<file path="src/rtl/mux_n_to_1_reg.sv">
// rtl/mux_n_to_1_reg.sv - N-to-1 registered channel mux with fixed-select or round-robin grant
module mux_n_to_1_reg #(
    parameter int WIDTH = 16,
    parameter int N     = 4,
    parameter int SELW  = 2
) (
    input  logic               clk,
    input  logic               rst_n,
    input  logic               mode,
    input  logic [SELW-1:0]    sel,
    input  logic [N*WIDTH-1:0] in_data,
    input  logic [N-1:0]       in_valid,
    output logic [N-1:0]       in_ready,
    output logic [WIDTH-1:0]   out_data,
    output logic [SELW-1:0]    out_idx,
    output logic               out_valid,
    input  logic               out_ready
);

    logic [WIDTH-1:0] out_data_q, out_data_d;
    logic [SELW-1:0]  out_idx_q, out_idx_d;
    logic             out_valid_q, out_valid_d;
    logic [SELW-1:0]  rr_ptr_q, rr_ptr_d;

    logic             load;
    logic             gnt_any;
    logic [SELW-1:0]  gnt_idx;
    logic [SELW:0]    cand;
    logic [WIDTH-1:0] gnt_data;

    assign load = !out_valid_q || out_ready;

    // Grant search; the extra bit on cand keeps rr_ptr + k from overflowing before the modulo fold.
    always_comb begin
        gnt_any = 1'b0;
        gnt_idx = '0;
        cand    = '0;
        if (rst_n && load) begin
            if (!mode) begin
                if (({1'b0, sel} < (SELW+1)'(N)) && in_valid[sel]) begin
                    gnt_any = 1'b1;
                    gnt_idx = sel;
                end
            end else begin
                for (int k = 0; k < N; k++) begin
                    cand = {1'b0, rr_ptr_q} + (SELW+1)'(k);
                    if (cand >= (SELW+1)'(N)) begin
                        cand = cand - (SELW+1)'(N);
                    end
                    if (!gnt_any && in_valid[cand[SELW-1:0]]) begin
                        gnt_any = 1'b1;
                        gnt_idx = cand[SELW-1:0];
                    end
                end
            end
        end
    end

    always_comb begin
        in_ready = '0;
        if (gnt_any) begin
            in_ready[gnt_idx] = 1'b1;
        end
    end

    always_comb begin
        gnt_data = '0;
        for (int i = 0; i < N; i++) begin
            if (SELW'(i) == gnt_idx) begin
                gnt_data = in_data[i*WIDTH +: WIDTH];
            end
        end
    end

    always_comb begin
        out_data_d  = out_data_q;
        out_idx_d   = out_idx_q;
        out_valid_d = out_valid_q;
        rr_ptr_d    = rr_ptr_q;
        if (load) begin
            out_valid_d = gnt_any;
            if (gnt_any) begin
                out_data_d = gnt_data;
                out_idx_d  = gnt_idx;
                if (mode) begin
                    rr_ptr_d = (gnt_idx == SELW'(N-1)) ? '0 : gnt_idx + SELW'(1);
                end
            end
        end
    end

    always_ff @(posedge clk) begin
        if (!rst_n) begin
            out_data_q  <= '0;
            out_idx_q   <= '0;
            out_valid_q <= 1'b0;
            rr_ptr_q    <= '0;
        end else begin
            out_data_q  <= out_data_d;
            out_idx_q   <= out_idx_d;
            out_valid_q <= out_valid_d;
            rr_ptr_q    <= rr_ptr_d;
        end
    end

    assign out_data  = out_data_q;
    assign out_idx   = out_idx_q;
    assign out_valid = out_valid_q;

endmodule

</file>
<file path="config.mk">
export PLATFORM = sky130hd
export DESIGN_NAME = mux_n_to_1_reg
export DESIGN_NICKNAME = d
export VERILOG_FILES = /design/src/rtl/mux_n_to_1_reg.sv
export SDC_FILE = /design/constraint.sdc
export NUM_CORES = 1
export LEC_CHECK = 0
export BUFFER_PORTS_ARGS = -buffer_cell sky130_fd_sc_hd__buf_4
export CORE_MARGIN = 5
export CORE_UTILIZATION = 44
export DETAILED_ROUTE_END_ITERATION = 10
export PLACE_DENSITY_LB_ADDON = 0.25
export SLEW_MARGIN = 20
export SYNTH_ARGS = -nofsm -noshare
export SYNTH_HDL_FRONTEND = slang
export SYNTH_SLANG_ARGS = --single-unit
</file>
<file path="constraint.sdc">
create_clock -name clk -period 2.88 [get_ports clk]
set_input_delay 0.432 -clock clk [delete_from_list [all_inputs] [get_ports clk]]
set_output_delay 0.432 -clock clk [all_outputs]
set_load 0.02 [all_outputs]
</file>
==> flow_metrics.py, run 1 <==
metrics = {
    "run_status": {
        "status": "complete, no violations",
    },
    "clock_tree": {
        "cts_root_buffer": "clkbuf_8",
        "cts_buffers": 3,
        "postCtsSetupRepairBufs": 0,
        "cts.htree.levels": 1,
        "clockBufferDepth": 2,
        "cts.sinks": 21,
        "cts_hold_buffers": 0,
        "ctsResizeCount": 0,
        "worstSkewPairLatency_ns": 0.26,
        "cts_tree": "done",
        "clk_pin_slew_ns": 0.07,
    },
    "die": {
        "core_area_um2": 3633,
        "die_w_um": 71.04,
        "dieArea_um2": 5046,
        "ioPinCount": 97,
        "row_count": 22,
        "die_y_um": 71.04,
        "start_util": 0.4511,
    },
    "run": {
        "max-cap-violations": 0,
    },
    "pwr": {
        "power.density_nw_per_um2": 377.3,
        "peakVddDrop_uv": 241.6,
        "p_total_uw": 919.7,
        "p_leak_uw": 0.001152,
    },
    "worst_hold_path": {
        "hold_end": "out_idx[1]$_SDFFE_PN0P_",
        "whs_path_depth": 3,
        "hp-class": "in -> reg",
        "hp-start": "rst_n",
    },
    "sta": {
        "fin_crit_ns": 2.689,
        "tightest_slew_ns": 0.6741,
        "maxSlewHeadroom": 0.5486,
        "drv_slew": 0,
        "fmax_mhz": 371.8,
        "timing.final.crit_share": 0.9338,
        "finalSetupViolCount": 0,
        "tns_ns": 0,
        "clock_skew_ns": 0.005364,
        "finalHoldViolations": 0,
    },
    "logic_synthesis": {
        "synth_cell_type_count": 32,
        "synthesis.area_um2": 1639,
        "synth-seq-area-share": 0.2565,
        "ys.warnings.count": 0,
        "ys_ff_latch": 21,
        "synth-edff-count": 0,
        "netlist_instances": 189,
        "syn_area_per_cell_um2": 8.672,
        "synth_nets": 267,
        "synth-main-ff-cell": "dfxtp_1",
        "ys_async_sr_fraction": 0,
    },
    "setup_path": {
        "r2r_slack_ns": 0.30,
        "r2r_start": "rr_ptr_q[1]$_SDFFE_PN0P_",
        "crit_type": "reg -> out",
        "cp-start-kind": "register",
        "crit_fanout": 18,
        "ff2ff_path_depth": 9,
        "cp.required_ns": 2.45,
        "cp-end-kind": "output pin",
        "r2r-end": "out_data[7]$_SDFFE_PN0P_",
        "arrival_ns": 2.26,
    },
    "drt": {
        "routed_wl_um": 5294,
        "route.antenna.remaining_nets": 0,
        "wire_per_inst_um": 16.14,
        "drt_first_pass_iters": 4,
        "route.met3.wl_um": 374,
        "num_vias": 1830,
        "top_layer_used": "met4",
        "drtIter0Drc": 67,
        "viasPerCell": 5.579,
        "drc": 0,
        "route.met2.wl_um": 2729,
        "detail_route.wirelength.met1_um": 2082,
    },
    "global_route": {
        "grtUsageTotal": 0.2009,
        "first_global_vias": 1848,
        "gr-total-overflow": 0,
        "grt_max_degree": 23,
        "antenna_found_initial": 0,
        "grt_pass1_wl_um": 8293,
    },
    "placement": {
        "gp_congestion": 0.8318,
        "numPortBuffers": 96,
        "place_hpwl_um": 4037,
    },
    "finish": {
        "drive_above_1_share": 0.5179,
        "layout.nets": 359,
        "insertedDiodeCount": 0,
        "syn_to_final_growth_pct": 48.70,
    },
}
[report_power, final]
| group | total (uW) | leakage, uW | internal (uW) | switching, uW |
|---|---|---|---|---|
| Sequential | 336 | 0.000173 | 317 | 18.8 |
| Combinational | 388 | 0.000956 | 196 | 192 |
| Clock | 197 | 0.0000228 | 98.7 | 97.9 |
[placed cells by master (no fill, tap or decap), types with 2 or more instances in the layout]
master    instances
a21oi_1          22
buf_4           104
mux2i_1           3
a21oi_2          17
nor2_1            4
and2_1            2
and3_1            4
a22oi_1          16
a211oi_2         16
nand2_1           8
ha_1              4
a21o_1            2
nand2b_1          5
inv_1            18
dfxtp_1          21
clkbuf_8          3
a221o_1          15
[how the worst max path moves through the flow]
stage                              from                   endpoint
6_report       rr_ptr_q[1]$_SDFFE_PN0P_                in_ready[1]
5_1_grt        rr_ptr_q[1]$_SDFFE_PN0P_                in_ready[1]
4_1_cts        rr_ptr_q[1]$_SDFFE_PN0P_                in_ready[1]
3_5_place_dp                     sel[0]  out_data[13]$_SDFFE_PN0P_
3_3_place_gp                in_valid[3]  out_data[10]$_SDFFE_PN0P_
2_1_floorplan                    sel[0]                in_ready[2]
[routing by layer]
metal	vias up	global-route usage
met5	-	0
met4	0	0.07516
met3	13	0.04119
met2	84	0.3831
met1	834	0.2142
li1	899	-
[cell families (layout without fill, tap and decap cells)]
group,Yosys count,in the layout,synth area share
and+or+nand+nor,29,29,0.09084
adders and majority gates,4,4,0.03054
DFF,21,21,0.2565
AOI/OAI and AO/OA,94,94,0.4847
buffers and inverters,37,128,0.1053
muxes,4,4,0.03206
[stage by stage]
step                worst slack [ns]    util  hold WS [ns]  area [um^2]  std cells
floorplan                     0.1768       -        0.5168         1639        189
global placement             0.06688  0.6574        0.4748         2389        324
detailed placement           0.02207  0.6574        0.4789         2389        324
CTS                           0.1831  0.6698        0.4709         2434        328
global route               -0.004460  0.6708        0.4848         2437        328
finish                        0.1907  0.6708        0.4792         2437        328
[flip-flops by register name, summed over array words and instances, names as in the netlist]
register and cells:
out_valid 1, out_idx 2, rr_ptr_q 2, out_data 16
[worst max-delay path, stage by stage (launching register included)]
cell	delay [ns]
dfxtp_1	0.42
nand2b_1	0.13
a21oi_1	0.07
o41ai_1	0.31
buf_4	0.18
and2_1	0.16
ha_1	0.22
buf_6	0.20
and3_1	0.16
buf_4	0.14
[layout make-up]
type                            instances  area, um^2
Clock buffer                            4       45.04
Fill cell                             342        1196
Inverter                               19       71.32
Multi-Input combinational cell        131        1049
Sequential cell                        21       420.4
Tap cell                               48       60.06
Timing Repair Buffer                  105       792.0
[cells in the mapped netlist (2+ instances only)]
library cell | count | area, um^2
ha_1 | 4 | 50.05
a21oi_1 | 22 | 110.1
and3_1 | 4 | 25.02
inv_1 | 18 | 67.56
mux2i_1 | 3 | 30.03
dfxtp_1 | 21 | 420.4
a211oi_2 | 16 | 200.2
buf_6 | 4 | 45.04
a21oi_2 | 17 | 148.9
nand2_1 | 8 | 30.03
nor2_1 | 5 | 18.77
clkbuf_1 | 10 | 37.54
a21o_1 | 2 | 15.01
a22oi_1 | 16 | 120.1
nand2b_1 | 5 | 31.28
buf_2 | 3 | 15.01
a221o_1 | 15 | 150.1
and2_1 | 2 | 12.51
(Power assumes the default switching activity.)
==> run 2, diff against run 1 <==
Settings changed: CORE_MARGIN 5 to unset, REMOVE_ABC_BUFFERS set to 1.
==> flow_metrics.py, run 2 (same netlist as run 1, synthesis figures left out) <==
metrics = {
    "setup_path": {
        "ff2ff_path_depth": 9,
        "cp-start-kind": "register",
        "crit_fanout": 9,
        "cp.required_ns": 2.45,
        "r2r_slack_ns": 0.22,
        "r2r-end": "out_data[12]$_SDFFE_PN0P_",
        "r2r_start": "rr_ptr_q[1]$_SDFFE_PN0P_",
        "crit_type": "reg -> out",
        "arrival_ns": 2.28,
        "cp-end-kind": "output pin",
    },
    "sta": {
        "holdWs_ns": 0.4902,
        "finalHoldViolations": 0,
        "fin_crit_ns": 2.713,
        "tightest_slew_ns": 0.6980,
        "drv_slew": 0,
        "finalSetupViolCount": 0,
        "rsz0062_at_grt": "false",
        "fmax_mhz": 368.6,
        "maxSlewHeadroom": 0.5326,
        "timing.final.crit_share": 0.9420,
        "clock_skew_ns": 0.005740,
    },
    "global_route": {
        "grtUsageTotal": 0.2371,
        "met2_usage": 0.4315,
        "first_global_vias": 1732,
        "grtUsageMet1": 0.2913,
        "grt_use_met3": 0.04745,
        "gr-total-overflow": 0,
        "top_usage_layer": "met2",
        "grt_pass1_wl_um": 7755,
        "antenna_found_initial": 0,
        "grt_max_degree": 27,
    },
    "clock_tree": {
        "cts_tree": "done",
        "worstSkewPairLatency_ns": 0.26,
        "postCtsSetupRepairBufs": 0,
        "cts.htree.levels": 1,
        "clk_pin_slew_ns": 0.08,
        "clockBufferDepth": 2,
        "cts_buffers": 3,
        "ctsResizeCount": 0,
        "cts.sinks": 21,
        "cts_root_buffer": "clkbuf_8",
        "cts_hold_buffers": 0,
    },
    "die": {
        "ioPinCount": 97,
        "start_util": 0.4762,
        "core_area_um2": 3442,
        "dieArea_um2": 3973,
        "die_w_um": 63.04,
        "row_count": 21,
        "die_y_um": 63.04,
    },
    "finish": {
        "drive_above_1_share": 0.5248,
        "layout.nets": 361,
        "largest_reg_flops": 16,
        "insertedDiodeCount": 0,
        "final_common_cell": "buf_4",
        "fin_cells": 328,
        "final_util": 0.7110,
        "final_cell_mix": "107 x buf_4, 22 x a21oi_1, 21 x dfxtp_1",
        "syn_to_final_growth_pct": 49.31,
    },
    "run": {
        "max-cap-violations": 0,
    },
    "drt": {
        "routed_wl_um": 4735,
        "num_vias": 1814,
        "viasPerCell": 5.530,
        "wire_per_inst_um": 14.44,
        "drt_first_pass_iters": 4,
        "drtIter0Drc": 73,
        "drc": 0,
        "route.antenna.remaining_nets": 0,
    },
    "pwr": {
        "peakVddDrop_uv": 258.3,
        "p_total_uw": 918.1,
        "power.density_nw_per_um2": 375.1,
        "p_leak_uw": 0.001164,
    },
    "placement": {
        "gp_congestion": 0.8865,
        "place_hpwl_um": 3588,
        "dp_cells": 324,
        "numPortBuffers": 96,
    },
    "run_status": {
        "status": "complete, no violations",
    },
    "worst_hold_path": {
        "hold_end": "out_idx[1]$_SDFFE_PN0P_",
        "hp-class": "reg -> reg",
        "whs_path_depth": 2,
        "hp-start": "out_idx[1]$_SDFFE_PN0P_",
    },
}
run 2: changes by cell type in the layout (fill, tap and decap cells not counted), sizes merged:
| cell | before | now |
|---|---|---|
| clkbuf | 4 | 3 |
| clkinv | 0 | 1 |
| buf | 105 | 107 |
run 2: worst max-delay path by stage:
| stage | from | end | slack [ns] | cells past startpoint |
|---|---|---|---|---|
| CTS | rr_ptr_q[1]$_SDFFE_PN0P_ | in_ready[1] | 0.17 | 9 |
| finish | rr_ptr_q[1]$_SDFFE_PN0P_ | in_ready[1] | 0.17 | 9 |
| global placement | in_valid[3] | out_data[2]$_SDFFE_PN0P_ | 0.02 | 10 |
| global route | rr_ptr_q[1]$_SDFFE_PN0P_ | out_data[10]$_SDFFE_PN0P_ | 0.02 | 9 |
| detailed placement | sel[0] | out_data[12]$_SDFFE_PN0P_ | -0.08 | 10 |
| floorplan | sel[0] | in_ready[3] | -0.75 | 6 |
run 2: cell type report:
class	instances	area [um^2]
clock inverters	1	5.005
multi-input cells	131	1049
well taps	46	57.56
clock buffers	3	41.29
repair buffers	107	803.3
inverters	19	71.32
flip-flops and latches	21	420.4
fillers	309	994.7
run 2: routing by layer:
metal / vias up / part of all wire / wire length [um]
met5: - / 0 / 0
met4: 0 / 0 / 0
met3: 0 / 0.075 / 357
met2: 70 / 0.47 / 2225
met1: 844 / 0.45 / 2152
li1: 900 / - / -
run 2: metrics by stage:
step                setup TNS [ns]  area, um^2  setup slack [ns]
finish                           0        2447            0.1672
global route                     0        2447           0.01896
CTS                              0        2447            0.1697
detailed placement         -0.8620        2401          -0.07988
global placement                 0        2401           0.02335
floorplan                   -11.86        1538           -0.7450
run 2: worst max-delay path, cell delays in order (launching register included):
cell and delay [ns]:
dfxtp_1 0.42, mux2i_1 0.22, nor2_1 0.07, o41ai_1 0.25, buf_4 0.18, and2_1 0.15, ha_1 0.21, buf_4 0.20
and3_1 0.18, buf_4 0.15
run 2: power breakdown:
group,leakage [uW],switching [uW],internal [uW]
clock network,0.0000255,98.3,96.3
logic,0.000965,190,197
registers,0.000173,19.1,317
==> run 3, diff against run 2 <==
Settings changed: BUFFER_PORTS_ARGS -buffer_cell sky130_fd_sc_hd__buf_4 to -buffer_cell sky130_fd_sc_hd__buf_2, CORE_MARGIN set to 10.
==> flow_metrics.py, run 3 (same netlist as run 1, synthesis figures left out) <==
metrics = {
    "setup_path": {
        "cp-end-kind": "output pin",
        "crit_family": "buffers and inverters",
        "cp.required_ns": 2.45,
        "arrival_ns": 2.27,
        "critical-path-max-stage-delay_ns": 0.41,
        "cpMostUsedCell": "buf_4",
        "crit_fanout": 11,
        "crit_chain": "mux2i_1 -> nor2_1 -> o41ai_2 -> buf_4 -> and2_1 -> ha_1 -> buf_4 -> and3_1 -> buf_2",
        "r2r_slack_ns": 0.25,
        "slowest_stage": "dfxtp_1",
        "cp-start-kind": "register",
        "critPathBufInv": 3,
        "crit_type": "reg -> out",
    },
    "pwr": {
        "power.density_nw_per_um2": 395.1,
        "p_leak_uw": 0.001109,
        "peakVddDrop_uv": 188.3,
        "p_total_uw": 883.9,
    },
    "sta": {
        "fin_crit_ns": 2.699,
        "clock_skew_ns": 0.005375,
        "drv_slew": 0,
        "finalHoldViolations": 0,
        "fmax_mhz": 370.4,
        "timing.final.crit_share": 0.9373,
        "finalSetupViolCount": 0,
        "rsz0062_at_grt": "false",
        "maxSlewHeadroom": 0.5556,
        "tns_ns": 0,
        "tightest_slew_ns": 0.6636,
        "worst_slack_ns": 0.1805,
    },
    "finish": {
        "drive_above_1_share": 0.5300,
        "insertedDiodeCount": 0,
        "final_common_cell": "buf_2",
        "syn_to_final_growth_pct": 36.49,
        "fill_cells": 353,
        "multi_input_area_um2": 1056,
        "fin_cells": 331,
        "final_cell_mix": "96 x buf_2, 22 x a21oi_1, 21 x dfxtp_1",
        "layout.nets": 362,
        "regArea_um2": 420.4,
        "largest_reg_flops": 16,
    },
    "drt": {
        "viasPerCell": 5.498,
        "wire_per_inst_um": 16.64,
        "routed_wl_um": 5508,
        "drtIter0Drc": 91,
        "route.antenna.remaining_nets": 0,
        "num_vias": 1820,
        "drc": 0,
        "drt_first_pass_iters": 4,
    },
    "global_route": {
        "first_global_vias": 1846,
        "grt_max_degree": 24,
        "antenna_found_initial": 0,
        "grt_pass1_wl_um": 8431,
        "grtUsageTotal": 0.1545,
        "gr-total-overflow": 0,
    },
    "placement": {
        "dp_slack_ns": -0.08065,
        "gp_congestion": 0.8038,
        "dp_cells": 327,
        "numPortBuffers": 96,
        "place_hpwl_um": 4335,
    },
    "clock_tree": {
        "postCtsSetupRepairBufs": 0,
        "worstSkewPairLatency_ns": 0.26,
        "ctsResizeCount": 0,
        "cts_root_buffer": "clkbuf_8",
        "cts.sinks": 21,
        "cts_hold_buffers": 0,
        "cts_buffers": 3,
        "cts_tree": "done",
        "cts.htree.levels": 1,
        "clockBufferDepth": 2,
        "clk_pin_slew_ns": 0.08,
    },
    "run": {
        "max-cap-violations": 0,
    },
    "run_status": {
        "status": "complete, no violations",
    },
    "die": {
        "dieArea_um2": 6567,
        "core_area_um2": 3633,
        "start_util": 0.4511,
        "row_count": 22,
        "die_y_um": 81.04,
        "die_w_um": 81.04,
        "ioPinCount": 97,
    },
    "worst_hold_path": {
        "hp-class": "reg -> reg",
    },
}
[run 3: cell types whose count changed in the layout (fill, tap and decap cells not counted)]
cell	before	now
o41ai_1	1	0
buf_2	0	96
o41ai_2	0	1
buf_12	0	1
buf_4	107	11
[run 3: per-layer routing]
metal,track usage,vias up,share of wire
met4,0.05017,0,0.015
met1,0.1765,850,0.40
met3,0.03753,8,0.085
met2,0.2755,61,0.50
li1,-,901,-
met5,0,-,0
[run 3: final timing paths]
path,from,to,depth (start not counted)
hold / removal,out_idx[1]$_SDFFE_PN0P_,out_idx[1]$_SDFFE_PN0P_,2
setup / recovery,rr_ptr_q[1]$_SDFFE_PN0P_,in_ready[1],9
setup reg to reg,rr_ptr_q[0]$_SDFFE_PN0P_,out_data[14]$_SDFFE_PN0P_,10
hold reg to reg,out_idx[1]$_SDFFE_PN0P_,out_idx[1]$_SDFFE_PN0P_,2
[run 3: area by class of cell]
type / instances / share of cell area
multi-input combinational: 131 / 0.4720
timing repair buffer: 108 / 0.2606
sequential: 21 / 0.1879
inverter: 19 / 0.03188
tap: 48 / 0.02685
clock buffer: 3 / 0.01846
clock inverter: 1 / 0.002237
[run 3: through the flow]
| stage | util | hold slack [ns] | instance area [um^2] |
|---|---|---|---|
| final | 0.6157 | 0.4917 | 2237 |
| after global routing | 0.6157 | 0.5085 | 2237 |
| after CTS | 0.6136 | 0.4930 | 2230 |
| after detailed placement | 0.6009 | 0.4797 | 2183 |
| after global placement | 0.6009 | 0.4586 | 2183 |
| after floorplan | - | 0.5204 | 1538 |
[run 3: worst min-delay path, cell delays in order (launching register included)]
cell and delay [ns]:
dfxtp_1 0.32, nand2_1 0.06, o22ai_1 0.07
[run 3: where the power goes]
| group | switching (uW) | leakage [uW] | internal (uW) | total (uW) |
|---|---|---|---|---|
| Combinational | 194 | 0.000910 | 160 | 355 |
| Sequential | 17.3 | 0.000173 | 317 | 334 |
| Clock | 99.1 | 0.0000255 | 96.4 | 195 |
| Total | 311 | 0.00111 | 573 | 884 |
